--- config.mk ---
export PLATFORM = sky130hd
export DESIGN_NAME = ps2_receiver_flat
export DESIGN_NICKNAME = d
export VERILOG_FILES = /design/src/rtl/ps2_receiver_if.sv /design/src/rtl/ps2_receiver.sv /design/src/flat_wrapper.sv
export SDC_FILE = /design/constraint.sdc
export NUM_CORES = 1
export LEC_CHECK = 0
export CORE_MARGIN = 4
export CORE_UTILIZATION = 55
export DETAILED_ROUTE_END_ITERATION = 12
export GPL_TIMING_DRIVEN = 0
export PLACE_DENSITY = 0.76
export SYNTH_ARGS = -nofsm -noshare
export SYNTH_HDL_FRONTEND = slang
export SYNTH_SLANG_ARGS = --single-unit
--- constraint.sdc ---
create_clock -name CLOCK_50 -period 2.35 [get_ports CLOCK_50]
set_input_delay 0.5875 -clock CLOCK_50 [delete_from_list [all_inputs] [get_ports CLOCK_50]]
set_output_delay 0.5875 -clock CLOCK_50 [all_outputs]
set_load 0.01 [all_outputs]
--- src/rtl/ps2_receiver_if.sv ---
// Decoded key-event bus from the PS/2 receiver to its consumer.
// The interface carries a valid/ready handshake plus the one-cycle error pulses.
interface ps2_receiver_if;
  logic [7:0] code;
  logic       code_valid;
  logic       code_ready;
  logic       is_extended;
  logic       is_break;
  logic       parity_err;
  logic       frame_err;
  logic       overrun;

  modport master (
    output code, code_valid, is_extended, is_break,
    output parity_err, frame_err, overrun,
    input  code_ready
  );

  modport slave (
    input  code, code_valid, is_extended, is_break,
    input  parity_err, frame_err, overrun,
    output code_ready
  );
endinterface

--- src/rtl/ps2_receiver.sv ---
// Host-side PS/2 deserializer: synchronizes the device clock/data lines, rebuilds
// 11-bit frames, folds E0/F0 prefixes into flags and presents one key event at a time.
module ps2_receiver #(
  parameter int unsigned SYNC_STAGES    = 2,
  parameter int unsigned TIMEOUT_CYCLES = 50000
) (
  input  logic          CLOCK_50,
  input  logic          reset,
  input  logic          ps2_clk,
  input  logic          ps2_dat,
  ps2_receiver_if.master bus
);

  localparam int unsigned SS   = (SYNC_STAGES < 2) ? 2 : SYNC_STAGES;
  localparam int unsigned TO_W = $clog2(TIMEOUT_CYCLES + 1);

  typedef enum logic [1:0] {
    S_IDLE,
    S_DATA,
    S_PARITY,
    S_STOP
  } state_t;

  logic [SS-1:0]   r_clk_sync;
  logic [SS-1:0]   r_dat_sync;
  logic            r_clk_prev;
  state_t          r_state;
  logic [2:0]      r_bit_cnt;
  logic [7:0]      r_shift;
  logic            r_parity;
  logic [TO_W-1:0] r_to_cnt;
  logic            r_ext_pend;
  logic            r_brk_pend;
  logic [7:0]      r_code;
  logic            r_valid;
  logic            r_ext;
  logic            r_brk;
  logic            r_perr;
  logic            r_ferr;
  logic            r_ovr;

  logic w_clk_s;
  logic w_dat_s;
  logic w_fall;
  logic w_xfer;
  logic w_stop_eval;
  logic w_par_ok;
  logic w_frame_bad;
  logic w_par_bad;
  logic w_good;
  logic w_is_e0;
  logic w_is_f0;
  logic w_event;
  logic w_load;
  logic w_timeout;
  logic w_glitch;
  logic w_any_ferr;
  logic w_any_err;

  // Input synchronizers; reset to the idle-high line level so release cannot fake an edge.
  always_ff @(posedge CLOCK_50 or posedge reset) begin
    if (reset) begin
      r_clk_sync <= '1;
      r_dat_sync <= '1;
      r_clk_prev <= 1'b1;
    end else begin
      r_clk_sync <= {r_clk_sync[SS-2:0], ps2_clk};
      r_dat_sync <= {r_dat_sync[SS-2:0], ps2_dat};
      r_clk_prev <= r_clk_sync[SS-1];
    end
  end

  assign w_clk_s = r_clk_sync[SS-1];
  assign w_dat_s = r_dat_sync[SS-1];
  assign w_fall  = r_clk_prev & ~w_clk_s;

  // Frame evaluation, all qualified by the stop-bit edge.
  assign w_stop_eval = (r_state == S_STOP) & w_fall;
  assign w_par_ok    = ^{r_shift, r_parity};
  assign w_frame_bad = w_stop_eval & ~w_dat_s;
  assign w_par_bad   = w_stop_eval & w_dat_s & ~w_par_ok;
  assign w_good      = w_stop_eval & w_dat_s & w_par_ok;
  assign w_is_e0     = (r_shift == 8'hE0);
  assign w_is_f0     = (r_shift == 8'hF0);
  assign w_event     = w_good & ~w_is_e0 & ~w_is_f0;

  assign w_timeout  = (r_state != S_IDLE) & ~w_fall &
                      (r_to_cnt == TO_W'(TIMEOUT_CYCLES - 1));
  assign w_glitch   = (r_state == S_IDLE) & w_fall & w_dat_s;
  assign w_any_ferr = w_frame_bad | w_timeout | w_glitch;
  assign w_any_err  = w_any_ferr | w_par_bad;

  assign w_xfer = r_valid & bus.code_ready;
  assign w_load = w_event & (~r_valid | w_xfer);

  // Bit-level frame FSM with inactivity timeout; timeout overrides the state update.
  always_ff @(posedge CLOCK_50 or posedge reset) begin
    if (reset) begin
      r_state   <= S_IDLE;
      r_bit_cnt <= 3'd0;
      r_shift   <= 8'h00;
      r_parity  <= 1'b0;
      r_to_cnt  <= '0;
    end else begin
      case (r_state)
        S_IDLE: begin
          if (w_fall && !w_dat_s) begin
            r_state   <= S_DATA;
            r_bit_cnt <= 3'd0;
          end
        end
        S_DATA: begin
          if (w_fall) begin
            r_shift[r_bit_cnt] <= w_dat_s;
            r_bit_cnt          <= r_bit_cnt + 3'd1;
            if (r_bit_cnt == 3'd7) begin
              r_state <= S_PARITY;
            end
          end
        end
        S_PARITY: begin
          if (w_fall) begin
            r_parity <= w_dat_s;
            r_state  <= S_STOP;
          end
        end
        S_STOP: begin
          if (w_fall) begin
            r_state <= S_IDLE;
          end
        end
        default: r_state <= S_IDLE;
      endcase

      if (r_state == S_IDLE || w_fall) begin
        r_to_cnt <= '0;
      end else if (w_timeout) begin
        r_to_cnt <= '0;
        r_state  <= S_IDLE;
      end else begin
        r_to_cnt <= r_to_cnt + TO_W'(1);
      end
    end
  end

  // Prefix folding, error pulses and the valid/ready output register.
  always_ff @(posedge CLOCK_50 or posedge reset) begin
    if (reset) begin
      r_ext_pend <= 1'b0;
      r_brk_pend <= 1'b0;
      r_code     <= 8'h00;
      r_valid    <= 1'b0;
      r_ext      <= 1'b0;
      r_brk      <= 1'b0;
      r_perr     <= 1'b0;
      r_ferr     <= 1'b0;
      r_ovr      <= 1'b0;
    end else begin
      r_perr <= w_par_bad;
      r_ferr <= w_any_ferr;
      r_ovr  <= w_event & ~w_load;

      if (w_any_err) begin
        r_ext_pend <= 1'b0;
        r_brk_pend <= 1'b0;
      end else if (w_good) begin
        if (w_is_e0) begin
          r_ext_pend <= 1'b1;
        end else if (w_is_f0) begin
          r_brk_pend <= 1'b1;
        end else begin
          r_ext_pend <= 1'b0;
          r_brk_pend <= 1'b0;
        end
      end

      if (w_load) begin
        r_code  <= r_shift;
        r_ext   <= r_ext_pend;
        r_brk   <= r_brk_pend;
        r_valid <= 1'b1;
      end else if (w_xfer) begin
        r_valid <= 1'b0;
      end
    end
  end

  assign bus.code        = r_code;
  assign bus.code_valid  = r_valid;
  assign bus.is_extended = r_ext;
  assign bus.is_break    = r_brk;
  assign bus.parity_err  = r_perr;
  assign bus.frame_err   = r_ferr;
  assign bus.overrun     = r_ovr;

endmodule
--- src/flat_wrapper.sv ---
// flat-port wrapper written by rule: the top's interface ports become plain ports
module ps2_receiver_flat 
#(
  parameter int unsigned SYNC_STAGES    = 2,
  parameter int unsigned TIMEOUT_CYCLES = 50000
)
  (CLOCK_50, reset, ps2_clk, ps2_dat, bus_code, bus_code_valid, bus_is_extended, bus_is_break, bus_parity_err, bus_frame_err, bus_overrun, bus_code_ready);
  ps2_receiver_if bus_i ();
  input  logic CLOCK_50;
  input  logic reset;
  input  logic ps2_clk;
  input  logic ps2_dat;
  output wire logic [$bits(bus_i.code)-1:0] bus_code;
  output wire logic [$bits(bus_i.code_valid)-1:0] bus_code_valid;
  output wire logic [$bits(bus_i.is_extended)-1:0] bus_is_extended;
  output wire logic [$bits(bus_i.is_break)-1:0] bus_is_break;
  output wire logic [$bits(bus_i.parity_err)-1:0] bus_parity_err;
  output wire logic [$bits(bus_i.frame_err)-1:0] bus_frame_err;
  output wire logic [$bits(bus_i.overrun)-1:0] bus_overrun;
  input wire logic [$bits(bus_i.code_ready)-1:0] bus_code_ready;
  assign bus_code = bus_i.code;
  assign bus_code_valid = bus_i.code_valid;
  assign bus_is_extended = bus_i.is_extended;
  assign bus_is_break = bus_i.is_break;
  assign bus_parity_err = bus_i.parity_err;
  assign bus_frame_err = bus_i.frame_err;
  assign bus_overrun = bus_i.overrun;
  assign bus_i.code_ready = bus_code_ready;
  ps2_receiver #(.SYNC_STAGES(SYNC_STAGES), .TIMEOUT_CYCLES(TIMEOUT_CYCLES)) u_core (.CLOCK_50(CLOCK_50), .reset(reset), .ps2_clk(ps2_clk), .ps2_dat(ps2_dat), .bus(bus_i));
endmodule
# After elaboration in Yosys (flattened, before gate mapping)
# Index checks and enable logic that the tools add are counted.
dict set report totals {
  word_cells 100
  out_inout_bits 14
  regBits 51
  in_bits 5
}
dict set report op_classes {
  addsub 2
  n_eq_ne 11
  muxes 26
  n_bitwise 27
  magnitude_cmp 2
  n_reduce_logical 15
}
# cell count
set ops {}
lappend ops {{16-bit 2-to-1 mux} 2}
lappend ops {{16-bit by 1-bit adder with 16-bit output (second input constant)} 1}
lappend ops {{16-bit == test (second input constant)} 1}
lappend ops {{8-bit == test (second input constant)} 2}
lappend ops {{1-bit AND} 15}
lappend ops {{2-bit 2-to-1 mux} 7}
lappend ops {{1-bit 2-to-1 mux} 11}
lappend ops {{9-bit XOR reduction} 1}
lappend ops {{8-bit bitwise mux} 1}
lappend ops {{1-bit inverter} 8}
lappend ops {{2-bit case mux with 4 select lines} 1}
lappend ops {{2-bit AND reduction} 4}
lappend ops {{2-bit nonzero test} 4}
lappend ops {{3-bit 2-to-1 mux} 2}
lappend ops {{3-bit case mux with 2 select lines} 1}
lappend ops {{2-bit == test (second input constant)} 2}
lappend ops {{3-bit by 4-bit < comparator with 1-bit output (second input constant)} 1}
lappend ops {{2-bit inequality test (second input constant)} 2}
lappend ops {{1-bit bitwise OR} 4}
lappend ops {{3-bit by 1-bit adder with 3-bit output (second input constant)} 1}
lappend ops {{1-bit demux with 3-bit select} 1}
lappend ops {{3-bit == test (second input constant)} 1}
lappend ops {{3-bit by 1-bit >= comparator with 1-bit output (second input constant)} 1}
lappend ops {{3-bit by 2-bit inequality test with 1-bit output (second input constant)} 1}
lappend ops {{other kinds (7)} 8}

# Depth between registers and ports, before layout
dict set report depth {
  word_depth 10
  mapped_depth 6
  depth_no_buf 6
}

# Least setup slack after synthesis
# Ideal clock, no wire load.
dict set report synth_timing {
  kind {reg2reg}
  startpoint {reg u_core.r_shift[3]}
  endpoint {reg u_core.r_code[0], in the netlist u_core.bus.code[0]}
  path_stages_with_launch 6
  t_required_ps 2225
  period_less_slack_ps 1790
  t_arrival_ps 1665
  path_slack_ps 560
  cell_sequence {dfrtp_1 -> xnor2_1 -> xnor3_1 -> xnor2_2 -> nand3_4 -> mux2_2}
}
dict set report synth_via {
  elab_chain_len 5
}
# item line_no
set synth_lines {}
lappend synth_lines {{from (decl)} ps2_receiver.sv:29} ;# logic [7:0] r_shift;
lappend synth_lines {{from (signal, indexed assignment)} ps2_receiver.sv:114} ;# r_shift[r_bit_cnt] <= w_dat_s;
lappend synth_lines {{9-bit XOR reduction / 8-bit == test (equally long branches)} {ps2_receiver.sv:79, ps2_receiver.sv:83}}
lappend synth_lines {{1-bit AND / 1-bit inverter (equally long branches)} {ps2_receiver.sv:82, ps2_receiver.sv:85}}
lappend synth_lines {{1-bit AND} ps2_receiver.sv:85} ;# assign w_event = w_good & ~w_is_e0 & ~w_is_f0;
lappend synth_lines {{1-bit AND *} ps2_receiver.sv:85}
lappend synth_lines {{1-bit AND *} ps2_receiver.sv:94} ;# assign w_load = w_event & (~r_valid | w_xfer);
lappend synth_lines {{to (signal assigned)} ps2_receiver.sv:178} ;# r_code <= r_shift;
lappend synth_lines {{to (decl)} ps2_receiver.sv:34} ;# logic [7:0] r_code;
# Mark *: on every way between the ends. The rest lies on a longest branch, timed or not.
# A chain may end at the register's enable or synchronous reset.

# Worst setup path after layout
dict set report layout_timing {
  startpoint {reg u_core.r_shift[4]}
  endpoint {reg u_core.r_code[7], in the netlist u_core.bus.code[7]}
}
# The elaborated chain is that of the path after synthesis.

==> flow_summary.ini <==
[global_routing]
grt-ovfl-total = 0
grt_pass1_wl_um = 6710
antenna_found_initial = 0
grt_max_degree = 36
track_usage_pct = 16.5
grt_pass1_vias = 1473

[yosys]
syn_inst = 199
synth_area_leaders = dfrtp_1, mux2_2, dfstp_2
yosys.area.top_type_share_pct = 50.4
synth_common_cells = dfrtp_1, nor2_1, mux2_2, xnor2_1, nand2_1
synth_edf_count = 0
ys.flop_type = dfrtp_1
yosysSeqAreaShare_pct = 56.1
netlist_area_um2 = 2280
yosysMostFrequentCell = dfrtp_1
synth_nets = 207
ys_seq_elements = 51
yosysTopAreaCell = dfrtp_1
async_flop_share_pct = 100
syn_area_per_cell_um2 = 11.5
yosys_warnings = 0
yosysUniqueCellTypes = 34

[drt]
wirelength_um = 3790
drt_pass1_iterations = 4
postRouteAntennaNets = 0
wl_per_cell_um = 13.8
vias = 1474
via_per_inst = 5.36
remaining_drc_errors = 0
drt_iter0_markers = 68

[clock_tree]
post_cts_resized = 0
clockBufferDepth = 2
root_buffer = clkbuf_8
cts_tree = yes
htree_levels = 2
cts_made_buffers = 5
clk_latency_ns = 0.30
post_cts_buffers = 0
cts-hold-fix-buffers = 0
clock-sinks = 51
clkTransAtPathRegs_ns = 0.09

[setup_path]
crit_chain = xnor2_1, xnor3_1, xnor2_2, nand3_4, mux2_2
path_buf_inv = 0
worst-endpoint-arrival_ns = 2.17
worst_setup_path_start_kind = flip-flop
cp_top_family = XOR/XNOR gates
crit_required_ns = 2.54
critical-path-slowest-cell = xnor3_1
endpoint_kind = flip-flop
r2r_slack_ns = 0.37
crit_type = flip-flop to flip-flop
critPathMaxStageDelay_ns = 0.45
worstPathMaxFanout = 10

[sta]
timing.final.ws_setup_ns = 0.366
period_share_pct = 84.4
setup_violations = 0
worst_pin_slew_ns = 0.561
max_freq_mhz = 504
hold_viol = 0
rsz0062_at_grt = false
timing.setup.tns_ns = 0
drv_slew = 0
slew_headroom_pct = 62.3
fin_skew_ns = 0.00821
period_minus_slack_ns = 1.98

[power]
switchingPower_mw = 0.826
p_int_mw = 1.78
p_sw_share_pct = 31.7
power_frac_comb_pct = 32.4
leakagePower_nw = 1.20
power_per_cell_area_nw_per_um2 = 983
totalPowerFinal_mw = 2.61
clkPwrFrac_pct = 22.2
seq_power_share_pct = 45.5
peakVddDrop_uv = 643

[floorplanning]
die_w_um = 72.5
initial_core_util_pct = 57.1
die_area_um2 = 5250
num_rows = 23
pin_count = 19
dieHeight_um = 72.5
core_area_um2 = 4000

[layout]
insertedDiodeCount = 0
fillers = 290
final_cell_count_no_fill = 275
ff_latch_area_um2 = 1280
areaGrowthSynthToFinish_pct = 16.2
utilization_pct = 66.3
drive_gt1_share_pct = 16.9
nets = 233
multiInputGateArea_um2 = 958

[status]
status = complete, no violations

[placed_design]
port_buffers = 18
dp_cells = 268
gp_congestion = 0.852
hpwl_um = 2850
dp_slack_ns = 0.360

[flow_run]
max_cap_violations = 0

[worst_hold_path]
min_path_type = flip-flop to flip-flop
per-layer routing:
| metal | up-vias | share of wire (%) | routed length (um) | GRT usage [%] |
|---|---|---|---|---|
| met2 | 29 | 49 | 1870 | 27.9 |
| met1 | 715 | 45 | 1720 | 21.0 |
| li1 | 728 | - | - | - |
| met3 | 2 | 4.7 | 180 | 4.71 |
| met4 | 0 | 0.58 | 22 | 4.30 |
| met5 | - | 0 | 0 | 0 |
worst paths after layout:
path / start / cells past startpoint / endpoint
max: u_core.r_shift[4] / 5 / u_core.bus.code[7]
min: u_core.r_dat_sync[0] / 0 / u_core.r_dat_sync[1]
max reg2reg: u_core.r_shift[4] / 5 / u_core.bus.code[7]
min reg2reg: u_core.r_dat_sync[0] / 0 / u_core.r_dat_sync[1]
max in group asynchronous: reset / 3 / u_core.r_clk_prev
min in group asynchronous: reset / 2 / u_core.bus.is_extended
final cells by class:
cell class	instances	share of cell area, %
buffer	6	0.943
clock buffer	5	2.59
clock inverter	2	1.41
inverter	5	0.707
multi-input combinational	137	36.1
sequential	51	48.3
tap	50	2.36
timing repair buffer	19	7.54
cells by family (layout without fill, tap and decap cells):
| kind of cell | count (synthesis) | count (layout) | synth area share (%) |
|---|---|---|---|
| fa+ha+maj | 3 | 3 | 1.64 |
| xor+xnor | 21 | 21 | 8.98 |
| compound gates | 11 | 11 | 3.01 |
| buf+inv | 11 | 37 | 1.92 |
| simple gates | 83 | 83 | 18.9 |
| mux | 19 | 19 | 9.36 |
| flops | 51 | 51 | 56.1 |
registers in the layout, summed over array words and instances, names as in the netlist, 2 cells and up:
name / flops
u_core.r_state: 2
u_core.r_clk_sync: 2
u_core.bus.code: 8
u_core.r_bit_cnt: 3
u_core.r_to_cnt: 16
u_core.r_dat_sync: 2
u_core.r_shift: 8
power by group through the flow:
stage / Sequential [mW] / Combinational [mW] / Clock (mW)
after CTS: 1.19 / 0.857 / 0.602
after detailed placement: 1.21 / 0.847 / 0
after floorplan: 1.17 / 0.682 / 0
after global placement: 1.19 / 0.815 / 0
after global routing: 1.22 / 0.941 / 0.634
final: 1.19 / 0.844 / 0.578
placed cells by master, fill, tap and decap left out, types with 8 or more instances in the layout:
cell / count
xnor2_1: 11
nand3_1: 8
nor2_1: 30
nor3_1: 8
dfrtp_1: 46
mux2_2: 19
nand2_1: 10
clkdlybuf4s50_1: 18
xor2_1: 8
stage by stage:
stage	hold WS, ns	cell area [um^2]
6_report	0.362	2650
5_1_grt	0.369	2650
4_1_cts	0.364	2650
3_5_place_dp	0.351	2550
3_3_place_gp	0.346	2530
2_1_floorplan	0.345	2280
(Power assumes the default switching activity.)
